==> config.mk <==
export PLATFORM = sky130hd
export DESIGN_NAME = amp_i2c_master
export DESIGN_NICKNAME = d
export VERILOG_FILES = /design/src/rtl/amp_i2c_master.sv
export SDC_FILE = /design/constraint.sdc
export NUM_CORES = 1
export LEC_CHECK = 0
export ABC_AREA = 1
export CORE_ASPECT_RATIO = 0.6
export CORE_MARGIN = 2
export CORE_UTILIZATION = 51
export DETAILED_ROUTE_END_ITERATION = 12
export PLACE_DENSITY = 0.85
export RECOVER_POWER = 100
export SLEW_MARGIN = 20
export SYNTH_ARGS = -nofsm -noshare
export SYNTH_HDL_FRONTEND = slang
export SYNTH_SLANG_ARGS = --single-unit
export TNS_END_PERCENT = 5
==> constraint.sdc <==
create_clock -name clk -period 1.6 [get_ports clk]
set_clock_uncertainty 0.05 [all_clocks]
set_input_delay 0.4 -clock clk [delete_from_list [all_inputs] [get_ports clk]]
set_output_delay 0.4 -clock clk [all_outputs]
set_load 0.02 [all_outputs]
==> src/rtl/amp_i2c_master.sv <==
// amp_i2c_master: single-register write/read I2C master for the MA12070 amplifier control port.
// Optional slave clock stretching is enabled by defining AMP_I2C_MASTER_STRETCH_EN.
module amp_i2c_master #(
  parameter int         CLK_DIV  = 68,
  parameter logic [6:0] DEV_ADDR = 7'h20
) (
  input  logic       clk,
  input  logic       resetb,
  input  logic       start,
  input  logic       rw,
  input  logic [7:0] reg_addr,
  input  logic [7:0] wdata,
  output logic [7:0] rdata,
  output logic       busy,
  output logic       done,
  output logic       ack_err,
  output logic       scl_out,
  input  logic       scl_in,
  output logic       sda_out,
  input  logic       sda_in
);
  // state  | meaning
  // IDLE   | bus released, waiting for start
  // START  | one lead-in cycle, then the start-condition slot
  // TXBYTE | shift a byte out, MSB first
  // RXACK  | release SDA and sample the slave ACK
  // RSTART | repeated start ahead of the read address
  // RXBYTE | shift the read byte in, MSB first
  // MNACK  | master NACK closing the read
  // STOP   | stop condition
  // DONE   | one-cycle completion pulse
  typedef enum logic [3:0] {
    IDLE, START, TXBYTE, RXACK, RSTART, RXBYTE, MNACK, STOP, DONE
  } state_t;

  localparam int            CW      = $clog2(CLK_DIV);
  localparam logic [CW-1:0] CNT_MAX = CW'(CLK_DIV - 1);

  state_t        state_q, state_d;
  logic [1:0]    ph_q;
  logic [CW-1:0] cnt_q;
  logic [2:0]    bitc_q;
  logic [1:0]    byte_q;
  logic          lead_q;
  logic          rw_q;
  logic [7:0]    reg_q, wd_q, txb_q, rxb_q;
  logic          nack_q;
  logic          on_bus, stall, ph_end, slot_end, sample, accept;

  assign on_bus = (state_q != IDLE) && (state_q != DONE);
  assign accept = (state_q == IDLE) && start;

`ifdef AMP_I2C_MASTER_STRETCH_EN
  // A slave holding SCL low during ph2 freezes the phase counter.
  assign stall = lead_q | ((ph_q == 2'd2) && scl_out && !scl_in);
`else
  logic unused_scl_in;
  assign unused_scl_in = scl_in;
  assign stall         = lead_q;
`endif

  assign ph_end   = on_bus && !stall && (cnt_q == '0);
  assign slot_end = ph_end && (ph_q == 2'd3);
  assign sample   = ph_end && (ph_q == 2'd2);

  always_ff @(posedge clk or negedge resetb) begin
    if (!resetb) state_q <= IDLE;
    else         state_q <= state_d;
  end

  always_comb begin
    state_d = state_q;
    scl_out = 1'b1;
    sda_out = 1'b1;
    busy    = on_bus;
    done    = (state_q == DONE);
    case (state_q)
      IDLE:   if (start) state_d = START;
      START: begin
        sda_out = ~ph_q[1];
        if (slot_end) state_d = TXBYTE;
      end
      TXBYTE: begin
        scl_out = ph_q[1];
        sda_out = txb_q[bitc_q];
        if (slot_end && (bitc_q == 3'd0)) state_d = RXACK;
      end
      RXACK: begin
        scl_out = ph_q[1];
        if (slot_end) begin
          if (nack_q)              state_d = STOP;
          else if (byte_q == 2'd0) state_d = TXBYTE;
          else if (byte_q == 2'd1) state_d = rw_q ? RSTART : TXBYTE;
          else                     state_d = rw_q ? RXBYTE : STOP;
        end
      end
      RSTART: begin
        scl_out = (ph_q != 2'd0);
        sda_out = ~ph_q[1];
        if (slot_end) state_d = TXBYTE;
      end
      RXBYTE: begin
        scl_out = ph_q[1];
        if (slot_end && (bitc_q == 3'd0)) state_d = MNACK;
      end
      MNACK: begin
        scl_out = ph_q[1];
        if (slot_end) state_d = STOP;
      end
      STOP: begin
        scl_out = (ph_q != 2'd0);
        sda_out = (ph_q == 2'd3);
        if (slot_end) state_d = DONE;
      end
      DONE:    state_d = IDLE;
      default: state_d = IDLE;
    endcase
  end

  always_ff @(posedge clk or negedge resetb) begin
    if (!resetb) begin
      ph_q    <= 2'd0;
      cnt_q   <= CNT_MAX;
      bitc_q  <= 3'd7;
      byte_q  <= 2'd0;
      lead_q  <= 1'b0;
      rw_q    <= 1'b0;
      reg_q   <= 8'h00;
      wd_q    <= 8'h00;
      txb_q   <= 8'h00;
      rxb_q   <= 8'h00;
      nack_q  <= 1'b0;
      rdata   <= 8'h00;
      ack_err <= 1'b0;
    end else if (accept) begin
      rw_q    <= rw;
      reg_q   <= reg_addr;
      wd_q    <= wdata;
      ack_err <= 1'b0;
      lead_q  <= 1'b1;
      ph_q    <= 2'd0;
      cnt_q   <= CNT_MAX;
    end else begin
      lead_q <= 1'b0;
      if (ph_end) begin
        cnt_q <= CNT_MAX;
        ph_q  <= ph_q + 2'd1;
      end else if (on_bus && !stall) begin
        cnt_q <= cnt_q - CW'(1);
      end
      if (sample && (state_q == RXACK))  nack_q <= sda_in;
      if (sample && (state_q == RXBYTE)) rxb_q  <= {rxb_q[6:0], sda_in};
      if (slot_end) begin
        case (state_q)
          START: begin
            txb_q  <= {DEV_ADDR, 1'b0};
            bitc_q <= 3'd7;
            byte_q <= 2'd0;
          end
          TXBYTE: bitc_q <= bitc_q - 3'd1;
          RXACK: begin
            bitc_q <= 3'd7;
            if (nack_q) begin
              ack_err <= 1'b1;
            end else if (byte_q == 2'd0) begin
              txb_q  <= reg_q;
              byte_q <= 2'd1;
            end else if (byte_q == 2'd1) begin
              txb_q  <= wd_q;
              byte_q <= 2'd2;
            end
          end
          RSTART: begin
            txb_q  <= {DEV_ADDR, 1'b1};
            bitc_q <= 3'd7;
            byte_q <= 2'd2;
          end
          RXBYTE: begin
            bitc_q <= bitc_q - 3'd1;
            if (bitc_q == 3'd0) rdata <= rxb_q;
          end
          default: ;
        endcase
      end
    end
  end

endmodule

## Word level (Yosys, flattened, before mapping)

Cells that the tools add are included.

| storage, ports and cells | value |
|---|---|
| flip-flop bits (word level) | 62 |
| output and inout port bits | 13 |
| logic and storage cells | 112 |

| operators by class | value |
|---|---|
| add/subtract/negate cells | 3 |
| order comparisons | 1 |
| equal/unequal tests | 21 |
| multiplexer cells | 36 |
| bitwise logic cells | 2 |
| reduce and logical (&&, ||, !) cells | 35 |

Operators with widths:

| cell | number |
|---|---|
| $mux 4 | 7 |
| $pmux 4 s7 | 1 |
| $mux 8 | 3 |
| $pmux 8 s3 | 1 |
| $mux 7 | 3 |
| $eq 4x3->1 const B | 4 |
| $ne 2x2->1 const B | 7 |
| $mux 2 | 6 |
| $mux 3 | 4 |
| $reduce_bool 2->1 | 6 |
| $logic_and 1x1->1 | 9 |
| $eq 4x2->1 const B | 2 |
| $logic_not 7->1 | 1 |
| $reduce_and 7->1 | 1 |
| $sub 7x1->7 const B | 1 |
| $mux 1 | 6 |
| $pmux 2 s3 | 1 |
| $pmux 3 s2 | 1 |
| $reduce_and 3->1 | 2 |
| $reduce_bool 3->1 | 2 |
| $reduce_or 2->1 | 3 |
| $reduce_and 5->1 | 1 |
| $eq 2x2->1 const B | 2 |
| $eq 4x1->1 const B | 1 |
| 21 further kinds | 23 |

## Depth between registers and ports, before layout

Gate-level depths: netlist of run 1.

| depth | value |
|---|---|
| depth in word-level cells | 8 |
| depth in mapped cells | 11 |
| gate-level depth less buffers | 11 |

## Worst setup path before layout of run 1

Ideal clock, no wire load.

| timing | value |
|---|---|
| path kind | register to output |
| start point | register state_q[2] |
| end point | output port scl_out |
| arrival time | 1,613 ps |
| required time | 1,150 ps |
| slack | -463 ps |
| cell stages (with the launch flop) | 5 |
| path buffers | 0 |
| path through | dfrtp_1 > inv_1 > nor2_1 > inv_1 > o311ai_0 |

| on the way | value |
|---|---|
| longest elaborated chain between the ends | 3 |
| elaborated cells between the ends (all ways) | 9 |

RTL lines:

| element | line | RTL |
|---|---|---|
| start: declaration | 39 | `state_t state_q, state_d;` |
| start signal: assignment | 68 | `else state_q <= state_d;` |
| $eq 4x2->1 / $eq 4x3->1 (equally long branches) | 77 | `case (state_q)` |
| $reduce_or 4->1 (no source line) / $reduce_or 2->1 (equally long branches) | n/a |  |
| $pmux 1 s2 (*) | 77 |  |
| end: declaration | 17 | `output logic scl_out,` |

Every way passes the cells marked *; elsewhere a longest branch is shown, timed or not.

## Worst setup path after layout of run 1

| timing | value |
|---|---|
| start point | register state_q[0] |
| end point | output port scl_out |

Same word-level chain as after synthesis.

==> impl_metrics.toml, run 1 <==
[setup_path]
reg2reg_from = "state_q[1]"
worstPathArrival_ns = 1.63
cp_max_fo = 6
required_ns = 1.15
r2r_slack_ns = -0.35
cp-start-kind = "register"
endpoint_kind = "output port"
crit_end = "scl_out"
cp-startpoint = "state_q[0]"
crit_type = "register to output port"
r2r_cells = 11
r2r-end = "txb_q[6]"

[yosys]
synth-seq-cells = 62
synth_cells = 384
yosys.cell_types.count = 29
synth-edff-count = 0
syn-num-nets = 413
syn-cell-area_um2 = 3148
syn_avg_cell_area_um2 = 8.198
async_flop_share_pct = 100.0
seq_area_frac_synth_pct = 49.52
yosys_most_used_dff = "dfrtp_1"
synthTopCellsByArea = "dfrtp_1 45%, nand2_1 12%, inv_1 6.4%, o21ai_0 6.2%, dfstp_2 5.0%"
ys_warn_count = 0
synth.top_cell.area_share_pct = 44.52
synth_top_area_cell = "dfrtp_1"

[floorplan]
core_um2 = 6028
pin_count = 35
rows = 22
die_y_um = 64.86
die_area_um2 = 6838
start_util_pct = 52.22
die_w_um = 105.4

[clocking]
tritoncts = "built"
cts-htree-levels = 3
max-clock-path-buffers = 2
cts_root_buf = "clkbuf_8"
clk_pin_slew_ns = 0.07
clock_sinks = 62
clk_latency_ns = 0.35
cts_buffers = 9

[pwr]
leakage_uw = 0.002241
powerDensity_nw_per_um2 = 1669
netSwitchingPower_uw = 2989
p_comb_share_pct = 49.0
p_int_uw = 4569
p_total_uw = 7558
p_sw_share_pct = 39.55
power.share.clock_pct = 22.0
seq_power_share_pct = 29.1
ir_drop_v = 0.0008832

[drt]
dr.pass1.iters = 5
postRouteAntennaNets = 0
finalWirelength_um = 9039
remaining_drc_errors = 0
vias = 3068
via_per_inst = 5.271
drtIter0Drc = 275
wl_per_cell_um = 15.53

[timing]
rsz0062_at_grt = "true"
setup_slack_ns = -0.4792
slew-limit-headroom_pct = 55.53
setup_viol = 81
fmax_mhz = 481.0
slew_viol_final = 0
layout_min_cycle_time_ns = 2.079
timing.final.hold_violations = 0
final.period_utilization_pct = 129.9
tightestPinTransition_ns = 0.6671

[grt]
use_met1_pct = 34.31
grt_use_met2_pct = 46.13
top_usage_layer = "met2"
gr-total-overflow = 0
grt_pass1_vias = 2954
grt_max_degree = 21
met3_usage_pct = 11.07
grt_pass1_wl_um = 14320
grt_antenna_before_repair = 0
track_usage_pct = 28.01

[layout]
fillers = 407
nets = 522
diodes = 0
final_util_pct = 75.13
areaGrowthSynthToFinish_pct = 43.88
fin_area_um2 = 4529
drive_gt1_share_pct = 31.33
layout_common_cells = "92 x nand2_1, 59 x buf_4, 53 x dfrtp_1"
layout.cells.non_filler = 582
final_common_cell = "nand2_1"

[status]
status = "finished, violations left"
violations = "negative setup slack"

[worst_hold_path]
hold_path.class = "register to register"
hp-start = "rdata[1]"

[run]
cap_violations = 0

[place]
pre_cts_ws_ns = -0.6223
place_area_um2 = 4054
port_buffers = 33
dp_hpwl_um = 6024
place_inst = 555
gp_congestion = 0.9652
[stage by stage]
step / TNS [ns] / hold WS, ns
2_1_floorplan: -0.09505 / 0.05441
3_3_place_gp: -7.521 / 0.2600
4_1_cts: -7.914 / 0.4087
5_1_grt: -23.60 / 0.4658
3_5_place_dp: -10.54 / 0.2572
6_report: -13.52 / 0.4310
[cell type report]
| type | count | area [um^2] | area share, % |
|---|---|---|---|
| multi-input cells | 263 | 1538 | 33.95 |
| well taps | 84 | 105.1 | 2.320 |
| clock inverters | 6 | 110.1 | 2.431 |
| inverters | 56 | 217.7 | 4.807 |
| flip-flops and latches | 62 | 1563 | 34.50 |
| clock buffers | 10 | 127.6 | 2.818 |
| repair buffers | 101 | 868.3 | 19.17 |
[cells in the mapped netlist (5+ instances only)]
library cell,count
nand2_1,99
dfrtp_1,56
inv_1,54
o21ai_0,39
nor2_1,29
nand3_1,23
o21ai_1,13
a21oi_1,9
ha_1,7
o22ai_1,7
dfstp_2,6
nor2_2,5
[power groups by stage]
stage | registers [uW] | clock network [uW] | logic [uW]
after floorplan | 2140 | 0 | 1750
after global placement | 2140 | 0 | 2960
after detailed placement | 2170 | 0 | 3090
after CTS | 2170 | 1680 | 3480
after global routing | 2240 | 1770 | 4030
final | 2200 | 1660 | 3700
[how the worst min path moves through the flow]
stage | depth (start not counted) | to | slack, ns
after global placement | 1 | rdata[5] | 0.26
after floorplan | 0 | ack_err | 0.05
final | 2 | rdata[1] | 0.43
after CTS | 2 | rdata[7] | 0.41
after detailed placement | 1 | rdata[7] | 0.26
after global routing | 2 | rdata[1] | 0.47
[layer usage]
layer | vias up | wire [um]
met5 | - | 0
met4 | 0 | 199
met3 | 21 | 706
met2 | 135 | 4267
met1 | 1455 | 3866
li1 | 1457 | -
[logic make-up (layout without fill, tap and decap cells)]
kind of cell / Yosys count / after routing / share of synthesized area (%)
flip-flops: 62 / 62 / 49.52
AO/OA/AOI/OAI: 74 / 74 / 12.84
buffers and inverters: 60 / 173 / 7.313
adder cells (fa/ha/maj): 7 / 7 / 2.782
XOR/XNOR: 3 / 3 / 0.8348
AND/OR/NAND/NOR: 178 / 179 / 26.71
[critical path, stage by stage, from the launching register on]
cell and delay (ns):
dfrtp_2 0.49, inv_2 0.12, nand2_4 0.07, nand2_2 0.10, nand2_2 0.07, o21ai_1 0.08
nand2_1 0.11, o311ai_4 0.07, buf_6 0.16
[sequential cells by signal (all words and copies together) (netlist names), 2 cells and up]
name,cells
rdata,8
txb_q,8
rxb_q,8
wd_q,8
reg_q,8
bitc_q,3
ph_q,2
state_q,4
cnt_q,7
byte_q,2
[timing repair]
action                                  in CTS  in global routing
pin swaps                                   15                 16
setup buffers                                5                  4
endpoints found under the setup margin      55                 63
hold buffers                                 1                  0
gates cloned                                 0                  1
resized for setup                           80                 25
endpoints found under the hold margin        8                  0
Note: power is estimated with default switching activity, not from simulation.
==> run 2: changes to the inputs <==
--- a/config.mk
+++ b/config.mk
@@ -8,9 +8,9 @@
 export ABC_AREA = 1
 export CORE_ASPECT_RATIO = 0.6
 export CORE_MARGIN = 2
-export CORE_UTILIZATION = 51
+export CORE_UTILIZATION = 55
 export DETAILED_ROUTE_END_ITERATION = 12
-export PLACE_DENSITY = 0.85
+export PLACE_DENSITY = 0.87
 export RECOVER_POWER = 100
 export SLEW_MARGIN = 20
 export SYNTH_ARGS = -nofsm -noshare
==> constraint.sdc (replaced) <==
create_clock -name clk -period 2.2 [get_ports clk]
set_clock_uncertainty 0.05 [all_clocks]
set_input_delay 0.55 -clock clk [delete_from_list [all_inputs] [get_ports clk]]
set_output_delay 0.55 -clock clk [all_outputs]
set_load 0.02 [all_outputs]
==> run 2 against run 1 <==
  * The flow still finishes with violations (negative setup slack)
  * Largest power group unchanged
  * Non-clock buffer count down 36
  * Power is 37% lower
  * Critical endpoint unchanged
  * Global-route usage decreased by 1.1 points
  * Wire length decreased by 14%
  * Sequential share of layout area increased by 4.4 points
  * Worst hold slack worse by 0.15 ns
  * Combinational power down 45%
  * Via count fell by 7.5%
  * First-iteration DRC count shrank 33%
==> impl_metrics.toml, run 2 (same netlist as run 1, synthesis figures left out) <==
[place]
dp_hpwl_um = 5627
place_inst = 522
gp_congestion = 0.9371
pre_cts_ws_ns = -0.2553
port_buffers = 33

[clocking]
tritoncts = "built"
clk_latency_ns = 0.35
clk_pin_slew_ns = 0.07
clock_sinks = 62
cts_root_buf = "clkbuf_8"
max-clock-path-buffers = 2
cts_buffers = 9
cts-htree-levels = 3
cts-hold-fix-buffers = 0

[grt]
grt_use_met2_pct = 38.24
top_usage_layer = "met1"
grt_antenna_before_repair = 0
use_met1_pct = 40.31
grt_pass1_wl_um = 13300
grt_max_degree = 45
track_usage_pct = 26.94
met3_usage_pct = 6.600
grt_pass1_vias = 2823
gr-total-overflow = 0

[setup_path]
cp-start-kind = "register"
r2r_cells = 12
crit_type = "register to output port"
r2r_slack_ns = 0.04
required_ns = 1.60
r2r-end = "state_q[1]"
endpoint_kind = "output port"
worstPathArrival_ns = 1.63
reg2reg_from = "state_q[0]"
cp_max_fo = 6

[timing]
setup_viol = 2
timing.final.hold_violations = 0
setup_slack_ns = -0.02675
rsz0062_at_grt = "true"
slew_viol_final = 0
whs_ns = 0.2803
final.period_utilization_pct = 101.2
fmax_mhz = 449.1
layout_min_cycle_time_ns = 2.227
slew-limit-headroom_pct = 34.90
tightestPinTransition_ns = 0.9765

[layout]
layout_common_cells = "97 x nand2_1, 54 x dfrtp_1, 51 x inv_1"
layout.cells.non_filler = 541
final_common_cell = "nand2_1"
diodes = 0
final_util_pct = 72.42
drive_gt1_share_pct = 19.09
nets = 485
areaGrowthSynthToFinish_pct = 27.54
fillers = 404

[floorplan]
die_w_um = 101.7
core_um2 = 5544
pin_count = 35
die_y_um = 62.60
rows = 21
die_area_um2 = 6365
start_util_pct = 56.78

[pwr]
leakage_uw = 0.002007
powerDensity_nw_per_um2 = 1179
ir_drop_v = 0.0008577

[drt]
finalWirelength_um = 7816
dr.pass1.iters = 4
via_per_inst = 5.246
remaining_drc_errors = 0
postRouteAntennaNets = 0
vias = 2838
wl_per_cell_um = 14.45
drtIter0Drc = 184

[run]
cap_violations = 0

[status]
violations = "negative setup slack"
status = "finished, violations left"

[worst_hold_path]
hold_path.class = "primary input to async pin"
run 2: report_power, final:
part	internal [uW]	leakage, uW	switching (uW)	total [uW]
sequential	1430	0.000756	167	1590
clock	635	0.0000985	460	1100
combinational	773	0.00115	1270	2040
run 2: timing repair:
action / 4_1_cts / 5_1_grt
setup buffers: 0 / 3
endpoints found under the setup margin: 4 / 3
resized for setup: 26 / 16
pin swaps: 0 / 3
run 2: worst max-delay path: stages (launching register included):
cell	delay (ns)
dfrtp_2	0.47
inv_1	0.11
nand2_2	0.09
nand2_2	0.09
nand2_1	0.08
o21ai_2	0.06
nand2_1	0.07
o311ai_2	0.10
buf_4	0.21
run 2: layout make-up:
class                           count  area (um^2)  share of cell area, %
Sequential cell                    62         1562                  38.89
Multi-Input combinational cell    262         1378                  34.31
Timing Repair Buffer               65        550.5                  13.71
Inverter                           56        210.2                  5.235
Clock buffer                       10        127.6                  3.179
Tap cell                           80        100.1                  2.493
Clock inverter                      6        87.58                  2.181
run 2: metrics by stage:
step / TNS (ns) / cell area [um^2] / total power (uW)
global placement: -0.3426 / 3796 / 3456
floorplan: 0 / 3148 / 2775
detailed placement: -0.4344 / 3796 / 3563
CTS: -0.07775 / 4029 / 4681
global route: -0.6742 / 4015 / 5062
finish: -0.05282 / 4015 / 4732
run 2: how the worst max path moves through the flow:
stage,startpoint,endpoint,cells past startpoint
final,state_q[0],scl_out,8
after global routing,state_q[0],scl_out,8
after CTS,state_q[3],sda_out,9
after detailed placement,state_q[2],scl_out,5
after global placement,state_q[2],scl_out,5
after floorplan,state_q[2],scl_out,4
run 2: routing by layer:
| layer | up-vias | wire length (um) | part of all wire [%] |
|---|---|---|---|
| met2 | 60 | 3498 | 45 |
| li1 | 1377 | - | - |
| met1 | 1380 | 3738 | 48 |
| met4 | 0 | 165 | 2.1 |
| met5 | - | 0 | 0 |
| met3 | 21 | 414 | 5.3 |
